[config.mk]
export PLATFORM = sky130hd
export DESIGN_NAME = mod_dac_serializer
export DESIGN_NICKNAME = d
export VERILOG_FILES = /design/src/rtl/audio_pkg.sv /design/src/rtl/mod_sample_fifo.sv /design/src/rtl/mod_dac_serializer.sv
export SDC_FILE = /design/constraint.sdc
export NUM_CORES = 1
export LEC_CHECK = 0
export ABC_AREA = 1
export ABC_CLOCK_PERIOD_IN_PS = 6600
export CORE_MARGIN = 2
export CORE_UTILIZATION = 40
export CTS_CLUSTER_DIAMETER = 30
export CTS_CLUSTER_SIZE = 14
export DETAILED_ROUTE_END_ITERATION = 10
export GPL_TIMING_DRIVEN = 1
export PLACE_DENSITY = 0.53
export SLEW_MARGIN = 0
export SYNTH_ARGS = -nofsm -noshare
export SYNTH_HDL_FRONTEND = slang
export SYNTH_SLANG_ARGS = --single-unit
[constraint.sdc]
create_clock -name i_aud_bclk -period 6.6 [get_ports i_aud_bclk]
set_input_delay 0.66 -clock i_aud_bclk [delete_from_list [all_inputs] [get_ports i_aud_bclk]]
set_output_delay 0.66 -clock i_aud_bclk [all_outputs]
set_load 0.1 [all_outputs]
[src/rtl/audio_pkg.sv]
// Shared types and limits for the codec audio path.
package audio_pkg;

    typedef enum logic {
        MODE_I2S = 1'b0,
        MODE_LJ  = 1'b1
    } mode_e;

    typedef enum logic [1:0] {
        IDLE = 2'd0,
        SYNC = 2'd1,
        RUN  = 2'd2
    } ser_state_e;

    localparam int SAMPLE_W_MIN = 8;
    localparam int SAMPLE_W_MAX = 32;

endpackage

[src/rtl/mod_sample_fifo.sv]
// Single-clock FIFO of stereo sample pairs; read data is the head entry (show-ahead).
module mod_sample_fifo #(
    parameter int WIDTH = 32,
    parameter int DEPTH = 8
) (
    input  logic                           i_aud_bclk,
    input  logic                           i_nrst,
    input  logic                           i_push,
    input  logic [WIDTH-1:0]               i_wdata,
    input  logic                           i_pop,
    output logic [WIDTH-1:0]               o_rdata,
    output logic                           o_full,
    output logic                           o_empty,
    output logic [$clog2(DEPTH+1)-1:0]     o_level
);

    localparam int PTR_W   = $clog2(DEPTH);
    localparam int LEVEL_W = $clog2(DEPTH+1);

    logic [WIDTH-1:0]   mem [DEPTH];
    logic [PTR_W-1:0]   wr_ptr;
    logic [PTR_W-1:0]   rd_ptr;
    logic [LEVEL_W-1:0] count;
    logic               do_push;
    logic               do_pop;

    assign o_full  = (count == LEVEL_W'(DEPTH));
    assign o_empty = (count == '0);
    assign o_level = count;
    assign o_rdata = mem[rd_ptr];

    assign do_push = i_push && !o_full;
    assign do_pop  = i_pop && !o_empty;

    // NOTE: storage has no reset; only the pointers and count define validity,
    // and leaving the array unreset lets it map onto plain RAM.
    always_ff @(posedge i_aud_bclk) begin
        if (do_push) begin
            mem[wr_ptr] <= i_wdata;
        end
    end

    // NOTE: sequential state uses non-blocking assignments so every register
    // samples pre-edge values regardless of statement order.
    always_ff @(posedge i_aud_bclk or negedge i_nrst) begin
        if (!i_nrst) begin
            wr_ptr <= '0;
            rd_ptr <= '0;
            count  <= '0;
        end else begin
            if (do_push) begin
                wr_ptr <= wr_ptr + PTR_W'(1);
            end
            if (do_pop) begin
                rd_ptr <= rd_ptr + PTR_W'(1);
            end
            case ({do_push, do_pop})
                2'b10:   count <= count + LEVEL_W'(1);
                2'b01:   count <= count - LEVEL_W'(1);
                default: count <= count;
            endcase
        end
    end

endmodule

[src/rtl/mod_dac_serializer.sv]
// Stereo DAC serializer: buffers sample pairs and shifts them MSB-first on DACDAT,
// framed by the codec-mastered BCLK/DACLRCK in I2S or left-justified format.
module mod_dac_serializer
    import audio_pkg::*;
#(
    parameter int SAMPLE_W   = 16,
    parameter int FIFO_DEPTH = 8,
    parameter int MODE       = 0
) (
    input  logic                                i_aud_bclk,
    input  logic                                i_nrst,
    input  logic                                i_aud_daclrck,
    input  logic [SAMPLE_W-1:0]                 i_sample_l,
    input  logic [SAMPLE_W-1:0]                 i_sample_r,
    input  logic                                i_valid,
    output logic                                o_ready,
    input  logic                                i_mute,
    input  logic                                i_underrun_hold,
    output logic                                o_aud_dacdat,
    output logic [$clog2(FIFO_DEPTH+1)-1:0]     o_level,
    output logic                                o_underrun,
    output logic                                o_frame_pulse
);

    localparam mode_e MODE_SEL = (MODE == 1) ? MODE_LJ : MODE_I2S;

    if (SAMPLE_W < SAMPLE_W_MIN || SAMPLE_W > SAMPLE_W_MAX) begin : g_bad_sample_w
        $error("mod_dac_serializer: SAMPLE_W out of range");
    end
    if (FIFO_DEPTH < 2 || (FIFO_DEPTH & (FIFO_DEPTH - 1)) != 0) begin : g_bad_depth
        $error("mod_dac_serializer: FIFO_DEPTH must be a power of 2, at least 2");
    end

    ser_state_e            state_q;
    ser_state_e            state_d;
    logic                  lrck_q;
    logic                  lrck_fall;
    logic                  lrck_rise;
    logic                  frame_start;
    logic                  slot_r_start;

    logic                  fifo_push;
    logic                  fifo_pop;
    logic                  fifo_full;
    logic                  fifo_empty;
    logic [2*SAMPLE_W-1:0] fifo_rdata;

    logic [SAMPLE_W-1:0]   hold_l;
    logic [SAMPLE_W-1:0]   hold_r;
    logic [SAMPLE_W-1:0]   tx_r;
    logic [SAMPLE_W-1:0]   frame_l;
    logic [SAMPLE_W-1:0]   frame_r;
    logic [SAMPLE_W-1:0]   slot_data;
    logic [SAMPLE_W-1:0]   shift_q;
    logic                  dacdat_q;
    logic                  underrun_q;
    logic                  frame_pulse_q;

    assign lrck_fall = lrck_q && !i_aud_daclrck;
    assign lrck_rise = !lrck_q && i_aud_daclrck;

    assign fifo_push = i_valid && !fifo_full;
    assign fifo_pop  = frame_start && !fifo_empty;

    mod_sample_fifo #(
        .WIDTH (2*SAMPLE_W),
        .DEPTH (FIFO_DEPTH)
    ) u_fifo (
        .i_aud_bclk (i_aud_bclk),
        .i_nrst     (i_nrst),
        .i_push     (fifo_push),
        .i_wdata    ({i_sample_l, i_sample_r}),
        .i_pop      (fifo_pop),
        .o_rdata    (fifo_rdata),
        .o_full     (fifo_full),
        .o_empty    (fifo_empty),
        .o_level    (o_level)
    );

    // NOTE: every combinational output gets a default first, so no path can
    // leave a signal unassigned and infer a latch.
    always_comb begin
        state_d      = state_q;
        frame_start  = 1'b0;
        slot_r_start = 1'b0;
        case (state_q)
            IDLE: state_d = SYNC;
            SYNC: begin
                if (lrck_fall) begin
                    state_d     = RUN;
                    frame_start = 1'b1;
                end
            end
            RUN: begin
                frame_start  = lrck_fall;
                slot_r_start = lrck_rise;
            end
            default: state_d = IDLE;
        endcase
    end

    // Samples for the frame about to start: fresh pair, replay, or silence.
    always_comb begin
        frame_l = '0;
        frame_r = '0;
        if (!fifo_empty) begin
            frame_l = fifo_rdata[2*SAMPLE_W-1:SAMPLE_W];
            frame_r = fifo_rdata[SAMPLE_W-1:0];
        end else if (i_underrun_hold) begin
            frame_l = hold_l;
            frame_r = hold_r;
        end
        if (i_mute) begin
            frame_l = '0;
            frame_r = '0;
        end
    end

    assign slot_data = frame_start ? frame_l : tx_r;

    always_ff @(posedge i_aud_bclk or negedge i_nrst) begin
        if (!i_nrst) begin
            state_q       <= IDLE;
            lrck_q        <= 1'b0;
            hold_l        <= '0;
            hold_r        <= '0;
            tx_r          <= '0;
            underrun_q    <= 1'b0;
            frame_pulse_q <= 1'b0;
        end else begin
            state_q       <= state_d;
            lrck_q        <= i_aud_daclrck;
            underrun_q    <= frame_start && fifo_empty;
            frame_pulse_q <= frame_start;
            if (fifo_pop) begin
                hold_l <= fifo_rdata[2*SAMPLE_W-1:SAMPLE_W];
                hold_r <= fifo_rdata[SAMPLE_W-1:0];
            end
            if (frame_start) begin
                tx_r <= frame_r;
            end
        end
    end

    // Each slot reloads from scratch, so a short slot simply drops the LSBs.
    always_ff @(posedge i_aud_bclk or negedge i_nrst) begin
        if (!i_nrst) begin
            shift_q  <= '0;
            dacdat_q <= 1'b0;
        end else if (frame_start || slot_r_start) begin
            if (MODE_SEL == MODE_LJ) begin
                dacdat_q <= slot_data[SAMPLE_W-1];
                shift_q  <= {slot_data[SAMPLE_W-2:0], 1'b0};
            end else begin
                dacdat_q <= 1'b0;
                shift_q  <= slot_data;
            end
        end else begin
            dacdat_q <= shift_q[SAMPLE_W-1];
            shift_q  <= {shift_q[SAMPLE_W-2:0], 1'b0};
        end
    end

    assign o_ready       = !fifo_full;
    assign o_aud_dacdat  = dacdat_q;
    assign o_underrun    = underrun_q;
    assign o_frame_pulse = frame_pulse_q;

endmodule

==> metrics <==
worst relative slew slack around a fifth; Site Rows 68; Primary FF master, synth edfxtp_1; clock slew at reported path FFs 0.04 ns; DRT Pass-1 Iters 5; GRT Total Usage 18.6%; ANT cells 0; Worst Skew 0.0197 ns; Die H 192 µm; FMAX 275 MHz; RSZ-0062 raised after global routing false; switching fraction of total power 33.4%; largest net degree at the start of global routing between 80 and 90; CTS tree yes; P_leak 7.39 nW; crit path cell chain inv_1, ha_1, nand3_2, inv_1, nand2_2, inv_2, ha_1, xor2_1, ha_1, a21oi_1, xor2_1, o21ai_0; CP Class flop to flop; Post-Syn Instances 1362; fin crit share 55.1%; main combinational cell family by area after synthesis simple AND/OR/NAND/NOR gates; min Tclk post-route between 3 and 4 ns; clock tree buffer depth 3; DRC violations left 0; post-synthesis compound-gate area fraction 6.62%; die area between 0.03 and 0.04 mm²; initial antenna violation count 0; power per cell area 522 mW/mm²; max capacitance violation total 0; port bufs 45; CP required 7.08 ns; final slew viol count 0; Int Pwr slightly above 6 mW; routed len/inst ~17 µm; Worst setup SP type flop; WP data arrival 4.12 ns; CP bufs+invs 3; total number of yosys warnings 0; Max stage delay on crit path 0.62 ns; first-pass GRT wire length approximately 52 mm; Fin. Hold Viols 0; cell taking the most area after synthesis edfxtp_1; xor/xnor share of the synthesized area less than 1%; Synth area leaders edfxtp_1 54%, dfrtp_1 14%, nand2_1 8.4%, nor2_1 4.6%, nand3_1 4.1%; synthesized area 0.0142 mm²; grt total ovfl 0; area share of the largest cell type after synthesis 54.2%; CP max FO 36; vias per inst 4.93; combinational fraction of design power 25.3%; mean area per synthesized cell 10.4 µm²; vias in the first global route about 9300; Total Power between 9 and 10 mW; Fin Setup TNS 0 ns; final net count about 1500; Mapped Nets between 1000 and 1500; net switching power figure 3.09 mW; endpoints failing setup 0; Async SR Flop Fraction between 20% and 30%; mux share of post-synthesis cell area 0%; worst-margin pin slew 1.20 ns; most frequent cell after synthesis nand2_1; Seq/Total Area, Yosys 68.4%; CP max stage cell inv_2; routability congestion estimate 0.743; status finished clean; Peak VDD IR 0.000328 V; post-route ant nets 0; Sequential Power Share 32.7%; number of clock sinks 336; I/O pin count 46; Post-synth EDFFs 256; most used cell along the critical path ha_1; CP top delay family buffers and inverters; chip width 192 µm; hpwl dp 17.5 mm; most frequent cells after synthesis 318 x nand2_1, 256 x edfxtp_1, 172 x nor2_1; Placeable Area approximately 0.035 mm²; clock power share 42.0%; post-synth cell types 25; CP Capture Type flop; later-pin clock latency in the skew report 0.57 ns; CTS Root Cell clkbuf_16; layout cell share with drive strength beyond 1 10.9%; Synth Area in Adders 0.706%; worst hold-check path type input pin to asynchronous set/reset pin; Yosys reg bits 336; post-CTS setup buffers 0; Detailed Route Iter0 Violations 666; total number of vias 9613; initial core utilization just over 40%; H-Tree Depth 3; Fillers 3081; simple-gate share of the synthesized area between 10% and 20%; WL final 33.2 mm; Area Growth Syn to Fin 25.1%; total CTS buffers 80
[timing repair]
item | 4_1_cts | 5_1_grt
hold endpoints to repair | 8 | 0
resized for setup | 0 | 0
hold buffers | 1 | 0
[per-layer routing]
layer	GRT usage [%]	part of all wire (%)	vias to the layer above	wire [µm]
li1	-	-	4685	-
met1	25.1	47	4667	15500
met2	29.9	47	214	15500
met3	3.76	4.8	47	1580
met4	6.84	1.8	0	591
met5	0	0	-	0
[path summary, 6_finish.rpt]
kind	from	endpoint	slack (ns)	cells after the start
worst max-delay path	state_q[0]	u_fifo.o_level[2]	2.96	12
worst min-delay path	i_nrst	u_fifo.o_level[2]	0.46	2
worst max register to register	state_q[0]	u_fifo.o_level[2]	2.96	12
worst min register to register	tx_r[11]	tx_r[11]	0.47	2
max in group asynchronous	i_nrst	u_fifo.rd_ptr[1]	4.90	3
min in group i_aud_bclk	tx_r[11]	tx_r[11]	0.47	2
[worst register-to-register path, delay by kind of cell, from the launching register on]
family | cells | cell delay, ns
buffers and inverters | 3 | 0.95
adders and majority gates | 3 | 0.82
AOI/OAI and AO/OA | 2 | 0.20
xor gates and xnor gates | 2 | 0.42
and+or+nand+nor | 2 | 0.84
DFF | 1 | 0.34
[placed cells by master, fill, tap and decap left out, drive strengths merged]
cell type      instances
a21oi                 50
xnor2                  1
dfrtp                 80
clkinv                36
nand3                118
or2                    2
o21ai                100
dlygate4sd3            1
nor2                 172
clkdlybuf4s50         44
a31oi                 15
nand2                319
inv                  143
xor2                   6
o22ai                 15
bufinv                11
nand4                  2
buf                   17
clkinvlp               6
clkbuf                94
edfxtp               256
ha                     8
[cell type report]
type                            instances  area (µm²)  area share, %
Clock buffer                           94        2140           12.1
Clock inverter                         52         568           3.20
Inverter                              144         543           3.06
Multi-Input combinational cell        808        3630           20.5
Sequential cell                       336        9700           54.7
Tap cell                              455         569           3.21
Timing Repair Buffer                   62         578           3.26
[power groups by stage]
stage | Sequential, mW | Clock [mW] | Combinational [mW]
4_1_cts | 3.02 | 3.95 | 2.39
5_1_grt | 3.07 | 4.06 | 2.67
2_1_floorplan | 3.04 | 0 | 1.67
3_5_place_dp | 3.05 | 0 | 2.38
3_3_place_gp | 3.04 | 0 | 2.35
6_report | 3.02 | 3.88 | 2.34
[cell families (layout without fill, tap and decap cells)]
| kind of cell | Yosys count | count (layout) |
|---|---|---|
| adders and majority gates | 8 | 8 |
| buffers and inverters | 218 | 352 |
| xor gates and xnor gates | 7 | 7 |
| DFF | 336 | 336 |
| AOI/OAI and AO/OA | 180 | 180 |
| and+or+nand+nor | 613 | 613 |
[sequential cells by signal, indices dropped and copies added (netlist names)]
register,cells
tx_r,16
shift_q,16
u_fifo.wr_ptr,3
hold_l,16
u_fifo.mem,256
u_fifo.o_level,4
o_frame_pulse,1
state_q,2
o_aud_dacdat,1
hold_r,16
u_fifo.rd_ptr,3
o_underrun,1
lrck_q,1
[per-stage QoR]
step                std cells  hold WS, ns  setup WS (ns)  util, %  instance area, µm²
finish                   1951        0.461           2.96     51.1               17700
global route             1951        0.469           2.44     51.1               17700
detailed placement       1804        0.471           2.49     43.2               15000
global placement         1804        0.465           2.56     43.2               15000
CTS                      1951        0.446           2.96     51.1               17700
floorplan                1362        0.364           2.29        -               14200
Note: power is estimated with default switching activity, not from simulation.
